[config.mk]
export PLATFORM = sky130hd
export DESIGN_NAME = bist_pattern_engine
export DESIGN_NICKNAME = d
export VERILOG_FILES = /design/src/rtl/bist_pattern_engine.sv
export SDC_FILE = /design/constraint.sdc
export NUM_CORES = 1
export LEC_CHECK = 0
export ABC_CLOCK_PERIOD_IN_PS = 2100
export BUFFER_PORTS_ARGS = -buffer_cell sky130_fd_sc_hd__buf_2
export CORE_UTILIZATION = 54
export CTS_CLUSTER_SIZE = 28
export DETAILED_ROUTE_END_ITERATION = 6
export HOLD_SLACK_MARGIN = 0.03
export PLACE_DENSITY = 0.92
export SYNTH_ARGS = -nofsm -noshare
export SYNTH_HDL_FRONTEND = slang
export SYNTH_SLANG_ARGS = --single-unit
[constraint.sdc]
create_clock -name CLK -period 2.1 [get_ports CLK]
set_input_delay 0.42 -clock CLK [delete_from_list [all_inputs] [get_ports CLK]]
set_output_delay 0.42 -clock CLK [all_outputs]
set_load 0.01 [all_outputs]
[src/rtl/bist_pattern_engine.sv]
// BIST stage: LFSR stimulus generator, MISR response compactor and golden-signature compare.
// Optional macro BIST_HOLD_EN adds a HOLD input that freezes the engine while in RUN.
module bist_pattern_engine #(
    parameter int unsigned      WIDTH = 8,
    parameter logic [WIDTH-1:0] TAPS  = 8'hB8,
    parameter logic [WIDTH-1:0] SEED  = 8'h01,
    parameter int unsigned      NPAT  = 255,
    parameter int unsigned      CNT_W = 8
) (
    input  logic             CLK,
    input  logic             RST,
    input  logic             START,
`ifdef BIST_HOLD_EN
    input  logic             HOLD,
`endif
    input  logic [WIDTH-1:0] RESP,
    input  logic [WIDTH-1:0] GOLD,
    output logic [WIDTH-1:0] PAT,
    output logic [WIDTH-1:0] SIG,
    output logic             BUSY,
    output logic             DONE,
    output logic             PASS
);

    typedef enum logic [1:0] {
        S_IDLE,
        S_RUN,
        S_CMP,
        S_DONE
    } state_t;

    state_t             r_state;
    state_t             w_state_nxt;
    logic [WIDTH-1:0]   r_pat;
    logic [WIDTH-1:0]   r_sig;
    logic [CNT_W-1:0]   r_count;
    logic               r_pass;
    logic               w_hold;
    logic               w_last;
    logic               w_load;
    logic               w_step;
    logic               w_cmp;
    logic [WIDTH-1:0]   w_lfsr_nxt;
    logic [WIDTH-1:0]   w_misr_nxt;

`ifdef BIST_HOLD_EN
    assign w_hold = HOLD;
`else
    assign w_hold = 1'b0;
`endif

    // NPAT may equal 2^CNT_W, so the terminal value NPAT-1 still fits the counter.
    assign w_last     = (r_count == CNT_W'(NPAT - 1));
    assign w_lfsr_nxt = {r_pat[WIDTH-2:0], ^(r_pat & TAPS)};
    assign w_misr_nxt = {r_sig[WIDTH-2:0], ^(r_sig & TAPS)} ^ RESP;

    always_ff @(posedge CLK) begin
        if (RST) begin
            r_state <= S_IDLE;
        end else begin
            r_state <= w_state_nxt;
        end
    end

    always_comb begin
        w_state_nxt = r_state;
        case (r_state)
            S_IDLE:  if (START) w_state_nxt = S_RUN;
            S_RUN:   if (!w_hold && w_last) w_state_nxt = S_CMP;
            S_CMP:   w_state_nxt = S_DONE;
            S_DONE:  if (START) w_state_nxt = S_RUN;
            default: w_state_nxt = S_IDLE;
        endcase
    end

    always_comb begin
        BUSY   = 1'b0;
        DONE   = 1'b0;
        w_load = 1'b0;
        w_step = 1'b0;
        w_cmp  = 1'b0;
        case (r_state)
            S_IDLE: w_load = START;
            S_RUN: begin
                BUSY   = 1'b1;
                w_step = !w_hold;
            end
            S_CMP: begin
                BUSY  = 1'b1;
                w_cmp = 1'b1;
            end
            S_DONE: begin
                DONE   = 1'b1;
                w_load = START;
            end
            default: ;
        endcase
    end

    always_ff @(posedge CLK) begin
        if (RST || w_load) begin
            r_pat   <= SEED;
            r_sig   <= '0;
            r_count <= '0;
            r_pass  <= 1'b0;
        end else if (w_step) begin
            r_pat   <= w_lfsr_nxt;
            r_sig   <= w_misr_nxt;
            r_count <= r_count + 1'b1;
        end else if (w_cmp) begin
            r_pass  <= (r_sig == GOLD);
        end
    end

    assign PAT  = r_pat;
    assign SIG  = r_sig;
    assign PASS = r_pass;

endmodule

---- After elaboration in Yosys (flattened, before gate mapping) ----
Cells that the tools add are included.
storage, ports and cells
  word-level logic and storage cells ...... 31
  bits of input ports ..................... 19
  flip-flop bits (word level) ............. 27
  output and inout port bits .............. 19
operators by class
  equal/unequal tests ..................... 7
  mux-type cells .......................... 8
  add/subtract/negate cells ............... 1
  bitwise gates (word level) .............. 2
  reductions and logical operators ........ 8
operator list
  kind                                                                      number
  8-bit XOR reduction                                                       2
  8-bit by 1-bit adder with 8-bit output (second input constant)            1
  8-bit == test                                                             1
  8-bit == test (second input constant)                                     1
  8-bit XOR                                                                 1
  2-bit one-hot mux with 3 select lines                                     1
  1-bit 2-to-1 mux                                                          5
  2-bit == test (second input constant)                                     2
  2-bit 2-to-1 mux                                                          2
  2-bit AND reduction                                                       2
  2-bit OR reduction                                                        2
  2-bit by 1-bit == test with 1-bit output (second input constant)          1
  2-bit logical NOT                                                         1
  2-bit by 1-bit inequality test with 1-bit output (second input constant)  1
  2-bit inequality test (second input constant)                             1
  1-bit logical OR                                                          1
  1-bit NOT                                                                 1

---- Longest topological paths before layout ----
  depth after elaboration ................. 4
  mapped depth ............................ 7

---- Least setup slack after synthesis ----
No wires, ideal clock.
  path type ............................... reg2reg
  from .................................... register r_state[0]
  to ...................................... register r_state[0]
  arrival ................................. 1225 ps
  setup time .............................. 134 ps
  stages on the path, launching flop included .. 7
  required time ........................... 1966 ps
  path buffers ............................ 0
  slack ................................... 740 ps
  cell sequence ........................... dfxtp_1 -> inv_1 -> ha_1 -> inv_1 -> nor2_1 -> o311ai_0 -> o31ai_1
on the way
  word-level cells in the longest chain between the ends .. 4
ends and longest elaborated chain
  item                                                        line  RTL
  start, declared                                             32    state_t r_state;
  start signal, assigned                                      61    r_state <= w_state_nxt;
  2-bit == test or 2-bit logical NOT (tied branches)          67    case (r_state)
  2-bit OR reduction (no line)                                -
  2-bit by 1-bit inequality test with 1-bit output (no line)  -
  2-bit AND reduction (no line)                               -
Several ways; a longest one is shown, not always the timed one.
A chain may end at the register's enable or synchronous reset.

---- Worst setup path in the final report ----
  from .................................... register r_state[0]
  to ...................................... output port BUSY
on the way
  word-level cells in the longest chain between the ends .. 3
ends and longest elaborated chain
  item                                                                       line  RTL
  2-bit == test or 2-bit by 1-bit == test with 1-bit output (tied branches)  82    case (r_state)
  2-bit OR reduction (no line) *                                             -
  1-bit 2-to-1 mux *                                                         82
  end, declared                                                              20    output logic BUSY,
Every way passes the cells marked *; elsewhere a longest branch is shown, timed or not.

==> metrics.csv <==
metric;value;unit
final_cell_mix;37 x buf_2, 27 x dfxtp_1, 24 x nor2_1, 13 x xnor2_1, 12 x xor2_1;
cts_tree;done;
drv_cap;0;
drt_iter0_drc;10;
cts_buffers;3;
core;2280;sq um
cp.required;1.68;ns
crit_type;flop to output pin;
synthesis.nets;168;
synth.distinct_cells;26;
cp_top_family;flip-flops;
r2r_start;r_state[0];
antenna_cells;0;
initial_core_util;58.6;%
period_minus_slack;1.74;ns
synth_top_cell_area_share;40.5;%
hold_class;primary input to flop;
routed_wl;2560;um
gp_congestion;0.810;
grt_usage;21.6;%
post-place-ws;0.416;ns
synth_edf_count;0;
ys_seq_area_share;40.5;%
insertion_delay;0.33;ns
clkSinkCount;27;
finalCritPeriodShare;82.8;%
ant_nets;0;
worstSetupStartpointType;flop;
setup_tns;0;ns
yosys-top-cells-area;dfxtp_1 41%, xnor2_1 8.5%, xor2_1 7.9%;
die_w;51.7;um
ctsHoldBuffers;0;
nNetsFinal;201;
ys_seq_elements;27;
cp_num_cells;4;
critPathArrivalTime;1.32;ns
ir_drop;0.764;mV
area_delta_synth_final;14.6;%
antenna_found_initial;0;
yosys.area.top_type;dfxtp_1;
clockBufferDepth;2;
hold_viol;0;
seqCellArea;541;sq um
fin_skew;0.00513;ns
path_cells;inv_1 -> ha_1 -> inv_1 -> buf_2;
crit_fanout;4;
vias;1073;
fill_cells;187;
netlist_area;1330;sq um
cp-end-kind;output pin;
rsz0062_at_grt;false;
portBuffers;37;
slowest_stage;dfxtp_1;
drc_errors;0;
wl_per_cell;12.5;um
p_leak;0.683;nW
place_inst;200;
crit_end;BUSY;
ys_warn_count;0;
multi_input_area;693;sq um
critical_path.startpoint;r_state[0];
overflow;0;
final_cells;204;
final_common_cell;buf_2;
clkTransAtPathRegs;0.13;ns
htreeDepth;1;
powerDensity;1180;nW/um^2
r2r_slack;0.39;ns
num_rows;17;
r2r_cells;4;
die_area;2670;sq um
setup_viol;0;
ys_async_sr_fraction;0;%
avgSynthCellArea;9.26;sq um
critical_path_buf_inv_count;3;
drv_slew;0;
ios;38;
critPathMaxStageDelay;0.41;ns
cts_root_buf;clkbuf_4;
layout_setup_ws;0.361;ns
vias_per_cell;5.26;
r2r_end;r_count[5];
slew_headroom;68.9;%
cts_setup_buffers;0;
grt_start_max_net_pins;19;
worstMarginPinSlew;0.466;ns
worstHoldStart;RST;
hpwlAfterDp;1940;um
synthFlopType;dfxtp_1;
die_y;51.7;um
max_freq;575;MHz
drive_gt1_share;25.6;%
cpMostUsedCell;inv_1;
status;complete, no violations;
grt_pass1_wl;4130;um
grt_pass1_vias;972;
netlist_instances;144;
dr.pass1.iters;4;
cts_resized;0;
## where the power goes
group,total [W],internal [W],switching (W)
registers,0.000761,0.000623,0.000138
clock network,0.000224,0.0000745,0.000149
logic,0.000823,0.000402,0.000421
total,0.00181,0.00110,0.000708
## per-layer routing
metal  wire length, um  vias to the layer above  global-route usage, %  share of wire [%]
li1                  -                      539                      -                  -
met1              1070                      492                   22.0                 42
met2              1270                       37                   38.7                 50
met3               170                        5                   6.73                6.7
met4                40                        0                   12.2                1.6
met5                 0                        -                      0                  0
## sequential cells by signal, summed over array words and instances (netlist names)
name and cells:
r_state 2, PASS 1, SIG 8, PAT 8, r_count 8
## how the worst min path moves through the flow
stage	endpoint	slack, ns	cells past startpoint
after floorplan	r_count[7]	0.46	2
after global placement	PASS	0.45	2
after detailed placement	PASS	0.45	2
after CTS	r_state[0]	0.29	2
after global routing	r_state[0]	0.27	2
final	r_state[0]	0.30	2
## cell type report
| cell class | count | share of cell area (%) |
|---|---|---|
| repair buffers | 41 | 14.1 |
| clock buffers | 4 | 1.72 |
| inverters | 5 | 1.23 |
| well taps | 28 | 2.29 |
| multi-input cells | 99 | 45.3 |
| flip-flops and latches | 27 | 35.4 |
## per-stage QoR
step / area [sq um] / hold slack (ns) / power, W / utilization, %
after floorplan: 1330 / 0.459 / 0.00138 / -
after global placement: 1500 / 0.455 / 0.00156 / 66.0
after detailed placement: 1500 / 0.455 / 0.00160 / 66.0
after CTS: 1530 / 0.288 / 0.00183 / 67.2
after global routing: 1530 / 0.271 / 0.00196 / 67.2
final: 1530 / 0.303 / 0.00181 / 67.2
## worst register-to-register path: cells and delay by family, from the launching register on
family | cells | cell delay, ns
AO/OA/AOI/OAI | 1 | 0.15
adder cells (fa/ha/maj) | 1 | 0.47
flip-flops | 1 | 0.41
AND/OR/NAND/NOR | 2 | 0.64
## logic make-up after synthesis
logic type               Yosys count  synth area share, %
XOR/XNOR                          26                 18.1
buffers and inverters             18                 7.50
flip-flops                        27                 40.5
AO/OA/AOI/OAI                     18                 9.10
adder cells (fa/ha/maj)            5                 4.69
AND/OR/NAND/NOR                   42                 14.1
multiplexers                       8                 6.00
## Yosys cell counts (2+ instances only)
master / n
nand4_1: 5
nand2_1: 5
or3_1: 2
mux2i_1: 8
o21ai_0: 3
xor2_1: 12
nor2_1: 24
clkbuf_1: 3
ha_1: 5
a21oi_1: 4
xnor2_1: 13
inv_1: 5
a211oi_1: 8
dfxtp_1: 27
buf_4: 8
buf_2: 2
Note: power is estimated with default switching activity, not from simulation.
